File: src/rtl/i2c_pkg.sv
// ---------------------------------------------------------------------------
// i2c_pkg : shared FSM state type and bus-level constants for the I2C target
// Rev 1.0
// ---------------------------------------------------------------------------
`default_nettype none

package i2c_pkg;

  typedef enum logic [3:0] {
    IDLE,
    DEVADDR,
    ACK_DEV,
    ADDR_HI,
    ACK_AH,
    ADDR_LO,
    ACK_AL,
    WR_DATA,
    ACK_WR,
    RD_DATA,
    RD_ACK
  } i2c_state_e;

  // SDA level reached by the SDA transition (while SCL high) that marks START / STOP
  localparam logic START_SDA = 1'b0;
  localparam logic STOP_SDA  = 1'b1;
  localparam logic ACK_LEVEL = 1'b0;
  localparam logic RW_READ   = 1'b1;

endpackage

`default_nettype wire

File: src/rtl/i2c_line_sync.sv
// ---------------------------------------------------------------------------
// i2c_line_sync : 2-FF synchronizer plus history FF, reports level and change
// Rev 1.0
// ---------------------------------------------------------------------------
`default_nettype none

module i2c_line_sync (
  input  logic clk,
  input  logic rst_n,
  input  logic din,
  output logic level,
  output logic chg
);

  logic [1:0] sync;
  logic       hist;

  // Preset to 1 so an idle (pulled-up) bus produces no edge out of reset
  always_ff @(posedge clk or negedge rst_n) begin
    if (!rst_n) begin
      sync <= 2'b11;
      hist <= 1'b1;
    end else begin
      sync <= {sync[0], din};
      hist <= sync[1];
    end
  end

  assign level = sync[1];
  assign chg   = sync[1] ^ hist;

endmodule

`default_nettype wire

File: src/rtl/i2c_target_mem.sv
// ---------------------------------------------------------------------------
// i2c_target_mem : I2C target with 16-bit word pointer into an internal byte memory
// Rev 1.0
// ---------------------------------------------------------------------------
`default_nettype none

module i2c_target_mem
  import i2c_pkg::*;
#(
  parameter logic [6:0] DEV_ADDR = 7'h50,
  parameter int         MEM_AW   = 8,
  parameter int         CLK_FREQ = 50_000_000
) (
  input  logic              clk,
  input  logic              rst_n,
  input  logic              scl_i,
  input  logic              sda_i,
  output logic              sda_oe,
  output logic              busy,
  output logic              wr_valid,
  output logic [MEM_AW-1:0] wr_addr,
  output logic [7:0]        wr_data
);

  logic scl_lvl, scl_chg, sda_lvl, sda_chg;

  i2c_line_sync u_scl_sync (
    .clk   (clk),
    .rst_n (rst_n),
    .din   (scl_i),
    .level (scl_lvl),
    .chg   (scl_chg)
  );

  i2c_line_sync u_sda_sync (
    .clk   (clk),
    .rst_n (rst_n),
    .din   (sda_i),
    .level (sda_lvl),
    .chg   (sda_chg)
  );

  logic start_det, stop_det, scl_rise, scl_fall;
  assign start_det = scl_lvl && sda_chg && (sda_lvl == START_SDA);
  assign stop_det  = scl_lvl && sda_chg && (sda_lvl == STOP_SDA);
  assign scl_rise  = scl_chg && scl_lvl;
  assign scl_fall  = scl_chg && !scl_lvl;

  i2c_state_e        state, state_nxt;
  logic [2:0]        bit_cnt, bit_cnt_nxt;
  logic [6:0]        shreg, shreg_nxt;
  logic [7:0]        hi_byte, hi_byte_nxt;
  logic [MEM_AW-1:0] ptr, ptr_nxt;
  logic              rd_mode, rd_mode_nxt;
  logic              sda_oe_nxt, busy_nxt, wr_valid_nxt;
  logic [MEM_AW-1:0] wr_addr_nxt;
  logic [7:0]        wr_data_nxt;
  logic              mem_we;

  logic [7:0] mem [2**MEM_AW];
  logic [7:0] byte_in;
  logic [7:0] rd_shift;
  logic       byte_done;

  assign byte_in   = {shreg, sda_lvl};
  assign byte_done = (bit_cnt == 3'd7);
  assign rd_shift  = mem[ptr] << bit_cnt;

  always_ff @(posedge clk or negedge rst_n) begin
    if (!rst_n) begin
      state    <= IDLE;
      bit_cnt  <= '0;
      shreg    <= '0;
      hi_byte  <= '0;
      ptr      <= '0;
      rd_mode  <= 1'b0;
      sda_oe   <= 1'b0;
      busy     <= 1'b0;
      wr_valid <= 1'b0;
      wr_addr  <= '0;
      wr_data  <= '0;
    end else begin
      state    <= state_nxt;
      bit_cnt  <= bit_cnt_nxt;
      shreg    <= shreg_nxt;
      hi_byte  <= hi_byte_nxt;
      ptr      <= ptr_nxt;
      rd_mode  <= rd_mode_nxt;
      sda_oe   <= sda_oe_nxt;
      busy     <= busy_nxt;
      wr_valid <= wr_valid_nxt;
      wr_addr  <= wr_addr_nxt;
      wr_data  <= wr_data_nxt;
    end
  end

  // Contents are intentionally not reset
  always_ff @(posedge clk) begin
    if (mem_we) mem[ptr] <= byte_in;
  end

  always_comb begin
    state_nxt    = state;
    bit_cnt_nxt  = bit_cnt;
    shreg_nxt    = shreg;
    hi_byte_nxt  = hi_byte;
    ptr_nxt      = ptr;
    rd_mode_nxt  = rd_mode;
    sda_oe_nxt   = sda_oe;
    busy_nxt     = busy;
    wr_valid_nxt = 1'b0;
    wr_addr_nxt  = wr_addr;
    wr_data_nxt  = wr_data;
    mem_we       = 1'b0;

    if (start_det) begin
      state_nxt   = DEVADDR;
      bit_cnt_nxt = '0;
      sda_oe_nxt  = 1'b0;
    end else if (stop_det) begin
      state_nxt   = IDLE;
      bit_cnt_nxt = '0;
      sda_oe_nxt  = 1'b0;
      busy_nxt    = 1'b0;
    end else if (scl_rise) begin
      case (state)
        DEVADDR: begin
          shreg_nxt   = byte_in[6:0];
          bit_cnt_nxt = bit_cnt + 3'd1;
          if (byte_done) begin
            if (byte_in[7:1] == DEV_ADDR) begin
              state_nxt   = ACK_DEV;
              busy_nxt    = 1'b1;
              rd_mode_nxt = (byte_in[0] == RW_READ);
            end else begin
              state_nxt = IDLE;
              busy_nxt  = 1'b0;
            end
          end
        end
        ACK_DEV: state_nxt = rd_mode ? RD_DATA : ADDR_HI;
        ADDR_HI: begin
          shreg_nxt   = byte_in[6:0];
          bit_cnt_nxt = bit_cnt + 3'd1;
          if (byte_done) begin
            hi_byte_nxt = byte_in;
            state_nxt   = ACK_AH;
          end
        end
        ACK_AH: state_nxt = ADDR_LO;
        ADDR_LO: begin
          shreg_nxt   = byte_in[6:0];
          bit_cnt_nxt = bit_cnt + 3'd1;
          if (byte_done) begin
            ptr_nxt   = MEM_AW'({hi_byte, byte_in});
            state_nxt = ACK_AL;
          end
        end
        ACK_AL: state_nxt = WR_DATA;
        WR_DATA: begin
          shreg_nxt   = byte_in[6:0];
          bit_cnt_nxt = bit_cnt + 3'd1;
          if (byte_done) begin
            mem_we       = 1'b1;
            wr_valid_nxt = 1'b1;
            wr_addr_nxt  = ptr;
            wr_data_nxt  = byte_in;
            ptr_nxt      = ptr + MEM_AW'(1);
            state_nxt    = ACK_WR;
          end
        end
        ACK_WR: state_nxt = WR_DATA;
        RD_DATA: begin
          bit_cnt_nxt = bit_cnt + 3'd1;
          if (byte_done) begin
            ptr_nxt   = ptr + MEM_AW'(1);
            state_nxt = RD_ACK;
          end
        end
        RD_ACK: begin
          if (sda_lvl == ACK_LEVEL) begin
            state_nxt = RD_DATA;
          end else begin
            state_nxt = IDLE;
            busy_nxt  = 1'b0;
          end
        end
        default: ;
      endcase
    end else if (scl_fall) begin
      // SDA ownership only ever changes while SCL is low
      case (state)
        ACK_DEV, ACK_AH, ACK_AL, ACK_WR: sda_oe_nxt = 1'b1;
        RD_DATA:                         sda_oe_nxt = ~rd_shift[7];
        default:                         sda_oe_nxt = 1'b0;
      endcase
    end
  end

endmodule

`default_nettype wire

File: config.mk
export PLATFORM = sky130hd
export DESIGN_NAME = i2c_target_mem
export DESIGN_NICKNAME = d
export VERILOG_FILES = /design/src/rtl/i2c_pkg.sv /design/src/rtl/i2c_line_sync.sv /design/src/rtl/i2c_target_mem.sv
export SDC_FILE = /design/constraint.sdc
export NUM_CORES = 2
export LEC_CHECK = 0
export BUFFER_PORTS_ARGS = -buffer_cell sky130_fd_sc_hd__buf_2
export CORE_MARGIN = 2
export CORE_UTILIZATION = 39
export DETAILED_ROUTE_END_ITERATION = 10
export SLEW_MARGIN = 15
export SYNTH_ARGS = -nofsm -noshare
export SYNTH_HDL_FRONTEND = slang
export SYNTH_SLANG_ARGS = --single-unit
File: constraint.sdc
create_clock -name clk -period 8.4 [get_ports clk]
set_input_delay 0.84 -clock clk [delete_from_list [all_inputs] [get_ports clk]]
set_output_delay 0.84 -clock clk [all_outputs]
set_load 0.02 [all_outputs]
==> impl_metrics.csv <==
group,metric,value,unit
grt,gr-total-overflow,0,
clocking,worstSkewPairLatency,0.87,ns
pwr,ir_drop,0.254,mV
grt,track_usage,0.225,
yosys,yosys.area_share.simple,0.0355,
grt,antenna_found_initial,9,
floorplanning,start_util,0.392,
yosys,yosysSeqAreaShare,0.765,
layout,n_fill_cell,17600,
layout,post-route-util,0.441,
routing,dr.pass1.iters,8,
clocking,cts_root_buffer,"clkbuf_16",
yosys,synth-edff-count,2048,
worst_setup_path,cp_max_fo,66,
clocking,cts_setup_buffers,0,
yosys,synth_top_family_by_area,"multiplexers",
pwr,fin_total_pwr,22.7,mW
worst_setup_path,path_cells,"xor2_1 > nor3_1 > nand4_1 > clkinv_1 > and2_1 > nand2_2 > nor2_1",
job,maxCapViolations,0,
routing,routed_via_density,6.06,
yosys,synth_compound_area_frac,0.0331,
sta,fin_tns_setup,0,ns
worst_setup_path,path_class,"reg -> reg",
sta,period_needed,5.68,ns
yosys,synth_seq_cells,2096,
sta,slew_violations,0,
yosys,synthFlopType,"edfxtp_1",
sta,worst_pin_slew,1.33,ns
yosys,synth_fa_ha_area_frac,0.00104,
clocking,htreeDepth,4,
yosys,syn_nets,4074,
yosys,synthMuxAreaShare,0.148,
placement,place_congestion,0.929,
grt,grt_pass1_wl,340000,µm
yosys,async_flop_share,0.0229,
routing,drtIter0Drc,7334,
worst_setup_path,worstPathRequired,8.86,ns
yosys,syn_inst,4064,
yosys,yosysWarnings,0,
clocking,cts_max_path_buffers,3,
grt,grt_max_degree,173,
floorplanning,boundaryPins,23,
sta,rsz0062_at_grt,"no",
outcome,outcome,"finished, final reports clean",
yosys,synth_xor_xnor_area_share,0.000214,
yosys,yosysUniqueCellTypes,79,
floorplanning,rows,168,
clocking,clock_sinks,2096,
sta,setup_viol,0,
layout,finalNonFillerCells,7109,
clocking,clk_pin_slew,0.06,ns
worst_setup_path,critPathSlowestCell,"dfstp_4",
routing,antenna_left,0,
worst_setup_path,worstPathArrival,6.14,ns
layout,area_growth,12.6,%
layout,regArea,62800,µm²
clocking,tritoncts,"yes",
routing,wl_per_cell,34.2,µm
sta,min_period_over_period,0.676,
worst_setup_path,crit_path_end_kind,"flop",
layout,nets,4140,
placement,dp_cells,6727,
pwr,power_density,246,nW/µm²
routing,wirelength,243000,µm
clocking,holdBufCountCts,0,
routing,drc_errors,0,
sta,hold_violations,0,
layout,multi_input_area,18000,µm²
floorplanning,fp.dieArea,214000,µm²
worst_setup_path,critPathMaxStageDelay,1.13,ns
grt,grt_pass1_vias,41500,
clocking,post_cts_resized,0,
floorplanning,coreArea,209000,µm²
layout,drive_gt1_frac,0.225,
sta,max_freq,176,MHz
pwr,leakagePower,27.5,nW
worst_setup_path,start_kind,"flop",
routing,num_vias,43000,
yosys,syn_area_per_cell,20.2,µm²
yosys,synth_area,82000,µm²
clocking,numCtsBuffers,206,
sta,maxSlewHeadroom,0.113,
sta,holdWs,0.0799,ns
sta,skew,0.0510,ns
hold_path,hp-class,"in -> reg",
floorplanning,die_h,462,µm
placement,portBuffers,22,
floorplanning,die_w,462,µm
placement,place_hpwl,147000,µm
## cell usage in the layout (no fill, tap or decap), drive strengths merged, types with 9 or more instances in the layout
cell type,count
nor2,314
nand2b,10
a2111oi,11
a21oi,61
o21ai,46
and3,13
a31oi,17
a211oi,23
nand3,39
mux4,453
mux2,30
nor3,32
mux2i,160
buf,119
and2,13
inv,19
o211ai,14
a311oi,10
clkbuf,243
nor2b,13
nor4,13
a22o,9
nand2,166
clkinvlp,10
edfxtp,2048
nand4,16
bufinv,31
clkinv,89
dfrtp,42
o22ai,20
a221oi,18
a22oi,109
## worst max-delay path, delay by kind of cell (launching register included)
| kind | cells | cell delay (ns) |
|---|---|---|
| AND/OR/NAND/NOR | 5 | 3.05 |
| buffers and inverters | 1 | 0.78 |
| flip-flops | 1 | 1.13 |
| XOR/XNOR | 1 | 0.22 |
## path summary, 6_finish.rpt
check,from,endpoint,slack (ns),cells past startpoint
max,u_sda_sync.sync[1],mem[193][6],2.72,7
min,scl_i,u_scl_sync.sync[0],0.08,1
max reg2reg,u_sda_sync.sync[1],mem[193][6],2.72,7
min reg2reg,u_sda_sync.sync[0],u_sda_sync.sync[1],0.37,0
max in group asynchronous,rst_n,ptr[1],7.80,2
min in group asynchronous,rst_n,wr_data[4],0.10,2
## layout make-up
| cell class | instances | area share |
|---|---|---|
| diodes | 3 | 0.0000813 |
| clock buffers | 243 | 0.0576 |
| clock inverters | 136 | 0.0179 |
| inverters | 13 | 0.000583 |
| multi-input cells | 1694 | 0.195 |
| flip-flops and latches | 2096 | 0.680 |
| well taps | 2805 | 0.0380 |
| repair buffers | 119 | 0.0111 |
## power breakdown
| part | total (mW) | switching (mW) | internal (mW) |
|---|---|---|---|
| Sequential | 12.3 | 0.157 | 12.1 |
| Combinational | 0.925 | 0.851 | 0.0737 |
| Clock | 9.52 | 4.02 | 5.50 |
## per-stage QoR
stage               area [µm²]  setup slack [ns]
floorplan                82000              3.76
global placement         85300              2.99
detailed placement       85300              2.86
CTS                      92300              2.85
global route             92300              2.46
finish                   92300              2.72
## synthesized netlist by cell type (all sizes together), types with 30 or more instances
library cell  instances  area (µm²)
mux4                453       10200
mux2i               160        1600
clkbuf              139         523
buf                 122         812
dfrtp                42        1050
a22oi               109         818
nand2               166         623
edfxtp             2048       61500
mux2                 30         338
a21oi                61         305
nor3                 32         160
o21ai                46         230
nor2                314        1180
nand3                39         195
## registers in the layout (all words and copies together) (netlist names), 3 cells and up
register / count
shreg: 7
state: 4
wr_data: 8
ptr: 8
wr_addr: 8
mem: 2048
bit_cnt: 3
## logic make-up after synthesis
logic type | count (synthesis)
AO/OA/AOI/OAI | 382
XOR/XNOR | 2
adder cells (fa/ha/maj) | 7
buffers and inverters | 274
flip-flops | 2096
multiplexers | 643
AND/OR/NAND/NOR | 660
## per-layer routing
layer	up-vias	routed length (µm)	global-route usage
met4	2	9480	0.0807
met1	22800	99300	0.330
met2	2950	107000	0.325
met5	-	13	0
li1	16900	-	-
met3	423	27600	0.0569
Note: power is estimated with default switching activity, not from simulation.
